### src/rtl/div_seq.sv
// Sequential restoring divider, one quotient bit per clock, with optional
// two's-complement operands and a divide-by-zero shortcut.
module div_seq #(
    parameter int W = 8
) (
    input  logic         clk,
    input  logic         rst,
    input  logic         start,
    input  logic         signed_mode,
    input  logic [W-1:0] D,
    input  logic [W-1:0] divider,
    output logic [W-1:0] q,
    output logic [W-1:0] r,
    output logic         busy,
    output logic         valid,
    output logic         dbz,
    output logic [1:0]   dbg_state
);
    // Handshake: start is sampled on each rising clk and accepted only in IDLE or DONE.
    // valid drops on the accepting edge and rises once q/r/dbz are final; busy and valid are exclusive.
    localparam int CW = (W > 2) ? $clog2(W) : 1;

    typedef enum logic [1:0] {
        IDLE = 2'd0,
        CALC = 2'd1,
        FIX  = 2'd2,
        DONE = 2'd3
    } state_t;

    state_t         r_state;
    state_t         w_next;
    logic [CW-1:0]  r_cnt;
    logic [2*W-1:0] r_pr;
    logic [W-1:0]   r_dv;
    logic           r_neg_q;
    logic           r_neg_r;
    logic [W-1:0]   r_q;
    logic [W-1:0]   r_r;
    logic           r_busy;
    logic           r_valid;
    logic           r_dbz;

    logic           w_accept;
    logic [W-1:0]   w_d_mag;
    logic [W-1:0]   w_dv_mag;
    logic [2*W:0]   w_shift;
    logic [W:0]     w_hi;
    logic [W:0]     w_sub;
    logic           w_ge;
    logic [2*W-1:0] w_pr_next;

    assign w_accept = start && (r_state == IDLE || r_state == DONE);
    assign w_d_mag  = (signed_mode && D[W-1]) ? -D : D;
    assign w_dv_mag = (signed_mode && divider[W-1]) ? -divider : divider;

    // The shifted remainder needs W+1 bits: it can reach 2*divisor-1 before the subtract.
    assign w_shift   = {r_pr, 1'b0};
    assign w_hi      = w_shift[2*W:W];
    assign w_ge      = (w_hi >= {1'b0, r_dv});
    assign w_sub     = w_hi - {1'b0, r_dv};
    assign w_pr_next = {(w_ge ? w_sub[W-1:0] : w_hi[W-1:0]), w_shift[W-1:1], w_ge};

    always_ff @(posedge clk or posedge rst) begin
        if (rst) begin
            r_state <= IDLE;
        end else begin
            r_state <= w_next;
        end
    end

    always_comb begin
        w_next = r_state;
        case (r_state)
            IDLE, DONE: begin
                if (start) begin
                    w_next = (divider == '0) ? DONE : CALC;
                end
            end
            CALC: begin
                if (r_cnt == '0) begin
                    w_next = FIX;
                end
            end
            FIX:     w_next = DONE;
            default: w_next = IDLE;
        endcase
    end

    always_ff @(posedge clk or posedge rst) begin
        if (rst) begin
            r_cnt   <= '0;
            r_pr    <= '0;
            r_dv    <= '0;
            r_neg_q <= 1'b0;
            r_neg_r <= 1'b0;
            r_q     <= '0;
            r_r     <= '0;
            r_busy  <= 1'b0;
            r_valid <= 1'b0;
            r_dbz   <= 1'b0;
        end else begin
            case (r_state)
                IDLE, DONE: begin
                    if (w_accept) begin
                        if (divider == '0) begin
                            r_q     <= '1;
                            r_r     <= D;
                            r_dbz   <= 1'b1;
                            r_valid <= 1'b1;
                            r_busy  <= 1'b0;
                        end else begin
                            r_cnt   <= CW'(W - 1);
                            r_pr    <= {{W{1'b0}}, w_d_mag};
                            r_dv    <= w_dv_mag;
                            r_neg_q <= signed_mode && (D[W-1] ^ divider[W-1]);
                            r_neg_r <= signed_mode && D[W-1];
                            r_dbz   <= 1'b0;
                            r_valid <= 1'b0;
                            r_busy  <= 1'b1;
                        end
                    end
                end
                CALC: begin
                    r_pr <= w_pr_next;
                    if (r_cnt != '0) begin
                        r_cnt <= r_cnt - CW'(1);
                    end
                end
                FIX: begin
                    // Most-negative / -1 wraps naturally: its magnitude quotient is already 2^(W-1).
                    r_q     <= r_neg_q ? -r_pr[W-1:0] : r_pr[W-1:0];
                    r_r     <= r_neg_r ? -r_pr[2*W-1:W] : r_pr[2*W-1:W];
                    r_busy  <= 1'b0;
                    r_valid <= 1'b1;
                end
                default: begin
                    r_busy <= 1'b0;
                end
            endcase
        end
    end

    assign q         = r_q;
    assign r         = r_r;
    assign busy      = r_busy;
    assign valid     = r_valid;
    assign dbz       = r_dbz;
    assign dbg_state = r_state;

endmodule

### config.mk
export PLATFORM = sky130hd
export DESIGN_NAME = div_seq
export DESIGN_NICKNAME = d
export VERILOG_FILES = /design/src/rtl/div_seq.sv
export SDC_FILE = /design/constraint.sdc
export NUM_CORES = 1
export LEC_CHECK = 0
export ABC_AREA = 1
export BUFFER_PORTS_ARGS = -buffer_cell sky130_fd_sc_hd__clkbuf_2
export CAP_MARGIN = 5
export CORE_AREA = 2 2 90 92
export CTS_CLUSTER_SIZE = 40
export DETAILED_ROUTE_END_ITERATION = 16
export DIE_AREA = 0 0 92 94
export GPL_TIMING_DRIVEN = 0
export PLACE_DENSITY = 0.67
export SLEW_MARGIN = 20
export SYNTH_ARGS = -nofsm -noshare
export SYNTH_HDL_FRONTEND = slang
export SYNTH_SLANG_ARGS = --single-unit
### constraint.sdc
create_clock -name clk -period 4.5 [get_ports clk]
set_input_delay 0.225 -clock clk [delete_from_list [all_inputs] [get_ports clk]]
set_output_delay 0.225 -clock clk [all_outputs]
set_load 0.05 [all_outputs]
# Word-level counts from Yosys, hierarchy flattened
# Cells that the tools add are included.
# totals
ram_bits	0
rom_bits	0
n_memories	0
wordCells	76
in_bits	20
latchBits	0
output_inout_bits	21
register_bits	50
# op_classes
n_lt_le_gt_ge	1
eq_ne	9
n_reduce_logical	19
n_addsub	6
n_shift	0
mul	0
mux	28
n_div	0
bitwise_logic	2
# ops
op	count
two-way mux 8 bit	9
two-way mux 16 bit	2
negation 8 bit	4
one-hot mux 16 bit (2 select lines)	1
one-hot mux 8 bit (2 select lines)	2
!= test 2 bit (second input constant)	6
greater-or-equal comparator 9 x 8 -> 1 bit	1
two-way mux 3 bit	3
AND reduction 3 bit	3
zero test 8 bit	1
subtractor 8 bit	1
two-way mux 2 bit	3
one-hot mux 2 bit (3 select lines)	1
one-hot mux 3 bit (2 select lines)	1
AND reduction 2 bit	3
== test 2 bit (second input constant)	2
logical AND 1 bit	4
two-way mux 1 bit	4
one-hot mux 1 bit (2 select lines)	2
AND reduction 4 bit	1
nonzero test 2 bit	2
zero test 3 bit	1
nonzero test 3 bit	1
subtractor 3 x 1 -> 3 bit (second input constant)	1
6 further kinds	6

# Longest topological paths before layout
# depth
ltp_word	5
ltp_mapped	12
ltp_nobuf	12

# Least setup slack after synthesis
# Ideal clock, no wire load.
# synth_path
path_kind	register to register
from	register r_state[0], in the netlist dbg_state[0]
to	register r_r[3], in the netlist r[3]
t_arrival_ps	1750
required_ps	4376
path_buffers	1
path_stages_with_launch	10
path_slack_ps	2626
setup_time_ps	124
period_less_slack_ps	1874
path_cell_list	dfrtp_1 > inv_1 > ha_1 > nand2_1 > o21ai_2 > nand2_2 > inv_2 > buf_6 > o211ai_1 > nand2_1
# synth_via
elab_chain_cells	5
elab_cells_between_ends	11
cone_classes	eq/ne (4); mux (1); reduce/logical (6)
# synth_rtl
element	line	source
start, declared	30	state_t r_state;
start signal, assigned	67	r_state <= w_next;
== test 2 bit / zero test 2 bit (equally long branches)	52, 102	
logical OR 1 bit	52	assign w_accept = start && (r_state == IDLE || r_state == DONE);
logical AND 1 bit	52	
!= test 2 bit (no source line)	n/a	
AND reduction 3 bit (no source line)	n/a	
end signal, assigned	132	r_r <= r_neg_r ? -r_pr[2*W-1:W] : r_pr[2*W-1:W];
end, declared	38	logic [W-1:0] r_r;
# Several ways; a longest one is shown, not always the timed one.
# A chain may end at the register's enable or synchronous reset.

# Worst setup path in the final report
# layout_path
from	register r_pr[7]
to	register r_pr[12]
# layout_via
elab_chain_cells	3
elab_cells_between_ends	4
cone_classes	add/sub (1); order compare (1); mux (2)
# layout_rtl
element	line	source
start, declared	33	logic [2*W-1:0] r_pr;
start signal, assigned	113	r_pr <= {{W{1'b0}}, w_d_mag};
start signal, assigned	124	r_pr <= w_pr_next;
subtractor 8 bit / greater-or-equal comparator 9 x 8 -> 1 bit (equally long branches)	60, 59	
two-way mux 8 bit (*)	61	assign w_pr_next = {(w_ge ? w_sub[W-1:0] : w_hi[W-1:0]), w_shift[W-1:1], w_ge};
one-hot mux 16 bit (2 select lines) (*)	102	case (r_state)
# Every way passes the cells marked *; elsewhere a longest branch is shown, timed or not.

==> summary.txt <==
outcome: completed
Max Fclk: 541 MHz
vias: 3,141
Final Setup Violations: 0
average vias per placed instance: 5.02
Top Ports: 41
CTS root buffer: clkbuf_8
setup bufs post-CTS: 0
largest net degree at the start of global routing: 33
Synth async-reset ratio: 100%
share of layout cells above drive strength 1: 16.0%
# H-tree levels: 2
WHS: 185 ps
CP Max Fanout: 3
DRC: 0
All-Layer GR Usage: 19.6%
die height: 94 um
r2r startpoint: r_pr[7]
Fin Clk Skew: 10.6 ps
WHS Path Cells: 3
# clock sinks: 50
Synthesized Nets: 512
cts bufs inserted: 5
Skew-Pair Late Insertion Delay: 320 ps
Synth Warn #: 0
max-cap violations: 0
core area: 7610 um2
Layout area overhead: 14.0%
Register-to-Register Setup Slack: 2650 ps
Req. time, crit path: 4710 ps
Post-Syn Area: 3400 um2
DIE AREA: 8650 um2
Die Wd: 92 um
FP Rows: 32
first-pass GRT wire length: 13,400 um
CP arrival: 2050 ps
Final Hold Vio Count: 0
Post-synth top flop: dfrtp_1
sequential-to-total area share from yosys stat: 36.8%
nets@finish: 561
post-route clock period utilization: 41.1%
gr ovfl total: 0
DRT antenna net count: 0
CTS clk-pin slew, worst paths: 100 ps
final setup TNS: 0 ps
Slew @ Worst Pin: 442 ps
I/O Buffers: 40
Antenna Diode Count: 0
DR WL/cell: 12.8 um
Max Root-Sink Buffers: 2
initial antenna violation count: 0
initial cell density of the core: 44.7%
RSZ-0062 raised after global routing: false
Worst Reg-to-Reg Cells: 10
number of flops mapped to enable cells by yosys: 0
Worst R2R End: r_pr[12]
Slew headroom: 70.6%
#FFs+latches synth: 50
routed wire length: 8010 um
vias in the first global route: 2,929
syn_area_per_cell: 7.17 um2
DP Wirelength: 6300 um
Worst setup SP type: register
Tmin final: 1850 ps
starting DRC count in detailed routing: 182
Hold Crit Endpoint: r_dv[7]
Synth Instances: 474
crit end category: register
Final GP Congestion: 0.866
worst hold start: divider[7]
Crit Path Class: reg -> reg
min-delay worst type: in -> reg
fin. max-slew vios: 0
Yosys cell types: 35
DR pass1 iterations: 5
CTS tree: yes
-- cell usage in the layout (no fill, tap or decap), types with 5 or more instances in the layout --
master and n:
nor2_1 44, dfrtp_1 50, inv_2 8, o21ai_0 21, ha_1 17, nand3_1 51
o21ai_1 9, inv_1 60, clkbuf_2 40, o211ai_1 7, clkbuf_8 5, a21oi_1 16
buf_2 5, nand2_1 133, xor2_1 12
-- state kept, by name, summed over array words and instances, names as in the netlist --
| signal | cells |
|---|---|
| r_dv | 8 |
| q | 8 |
| r_neg_r | 1 |
| dbz | 1 |
| dbg_state | 2 |
| busy | 1 |
| r_pr | 16 |
| valid | 1 |
| r_cnt | 3 |
| r_neg_q | 1 |
| r | 8 |
-- routing by layer --
layer / global-route usage, % / part of all wire [%] / vias up
li1: - / - / 1611
met1: 27.8 / 50 / 1441
met2: 31.5 / 44 / 77
met3: 3.29 / 5.0 / 12
met4: 4.23 / 1.2 / 0
met5: 0 / 0 / -
-- synthesized netlist by cell type, types with 5 or more instances --
master      n  area share (%)
o211ai_1    7             1.5
nor2_1     44             4.9
nand2_1   133              15
buf_2       5            0.74
a21oi_1    16             2.4
dfrtp_1    50              37
xor2_1     12             3.1
o21ai_1     9             1.3
inv_1      61             6.7
inv_2       7            0.77
nand3_1    51             7.5
ha_1       17             6.3
o21ai_0    21             3.1
-- repair_timing --
action,CTS,global route
hold endpoints to repair,18,0
hold buffers,1,0
gates resized for setup,0,0
-- worst max-delay path by stage --
stage / from / end / depth (start not counted)
after floorplan: dbg_state[0] / r[3] / 9
after global placement: rst / r_dv[1] / 2
after detailed placement: r_pr[7] / r_pr[12] / 10
after CTS: r_pr[7] / r_pr[12] / 10
after global routing: r_pr[7] / r_pr[12] / 10
final: r_pr[7] / r_pr[12] / 10
-- layout make-up --
type	count	area [um2]
Fill cell	792	3730
Multi-Input combinational cell	343	1810
Sequential cell	50	1250
Inverter	70	263
Timing Repair Buffer	42	230
Tap cell	102	128
Buffer	11	73.8
Clock buffer	5	68.8
Clock inverter	3	48.8
-- stage by stage --
stage | instances | utilization [%] | setup slack (ps) | instance area [um2]
floorplan | 474 | - | 2630 | 3400
global placement | 616 | 49.0 | 2410 | 3730
detailed placement | 617 | 49.3 | 2680 | 3750
CTS | 626 | 50.9 | 2650 | 3870
global route | 626 | 50.9 | 2500 | 3870
finish | 626 | 50.9 | 2650 | 3870
-- logic make-up after synthesis --
logic type	Yosys count	synth area share (%)
simple gates	246	31.4
buf+inv	81	9.90
compound gates	64	11.2
flops	50	36.8
fa+ha+maj	18	6.85
xor+xnor	15	3.86
-- critical path, cell delays in order, from the launching register on --
cell and delay (ps):
dfrtp_1 420, inv_1 150, ha_1 160, inv_1 70, fa_1 440, nand3_1 100, nand3_1 80, xnor2_1 140
nand2_1 70, nand3_1 60, nand2_1 50
Power is left out: the tool's default activity adds up to more than one toggle a clock period on the data nets, which glitch-free logic cannot reach.
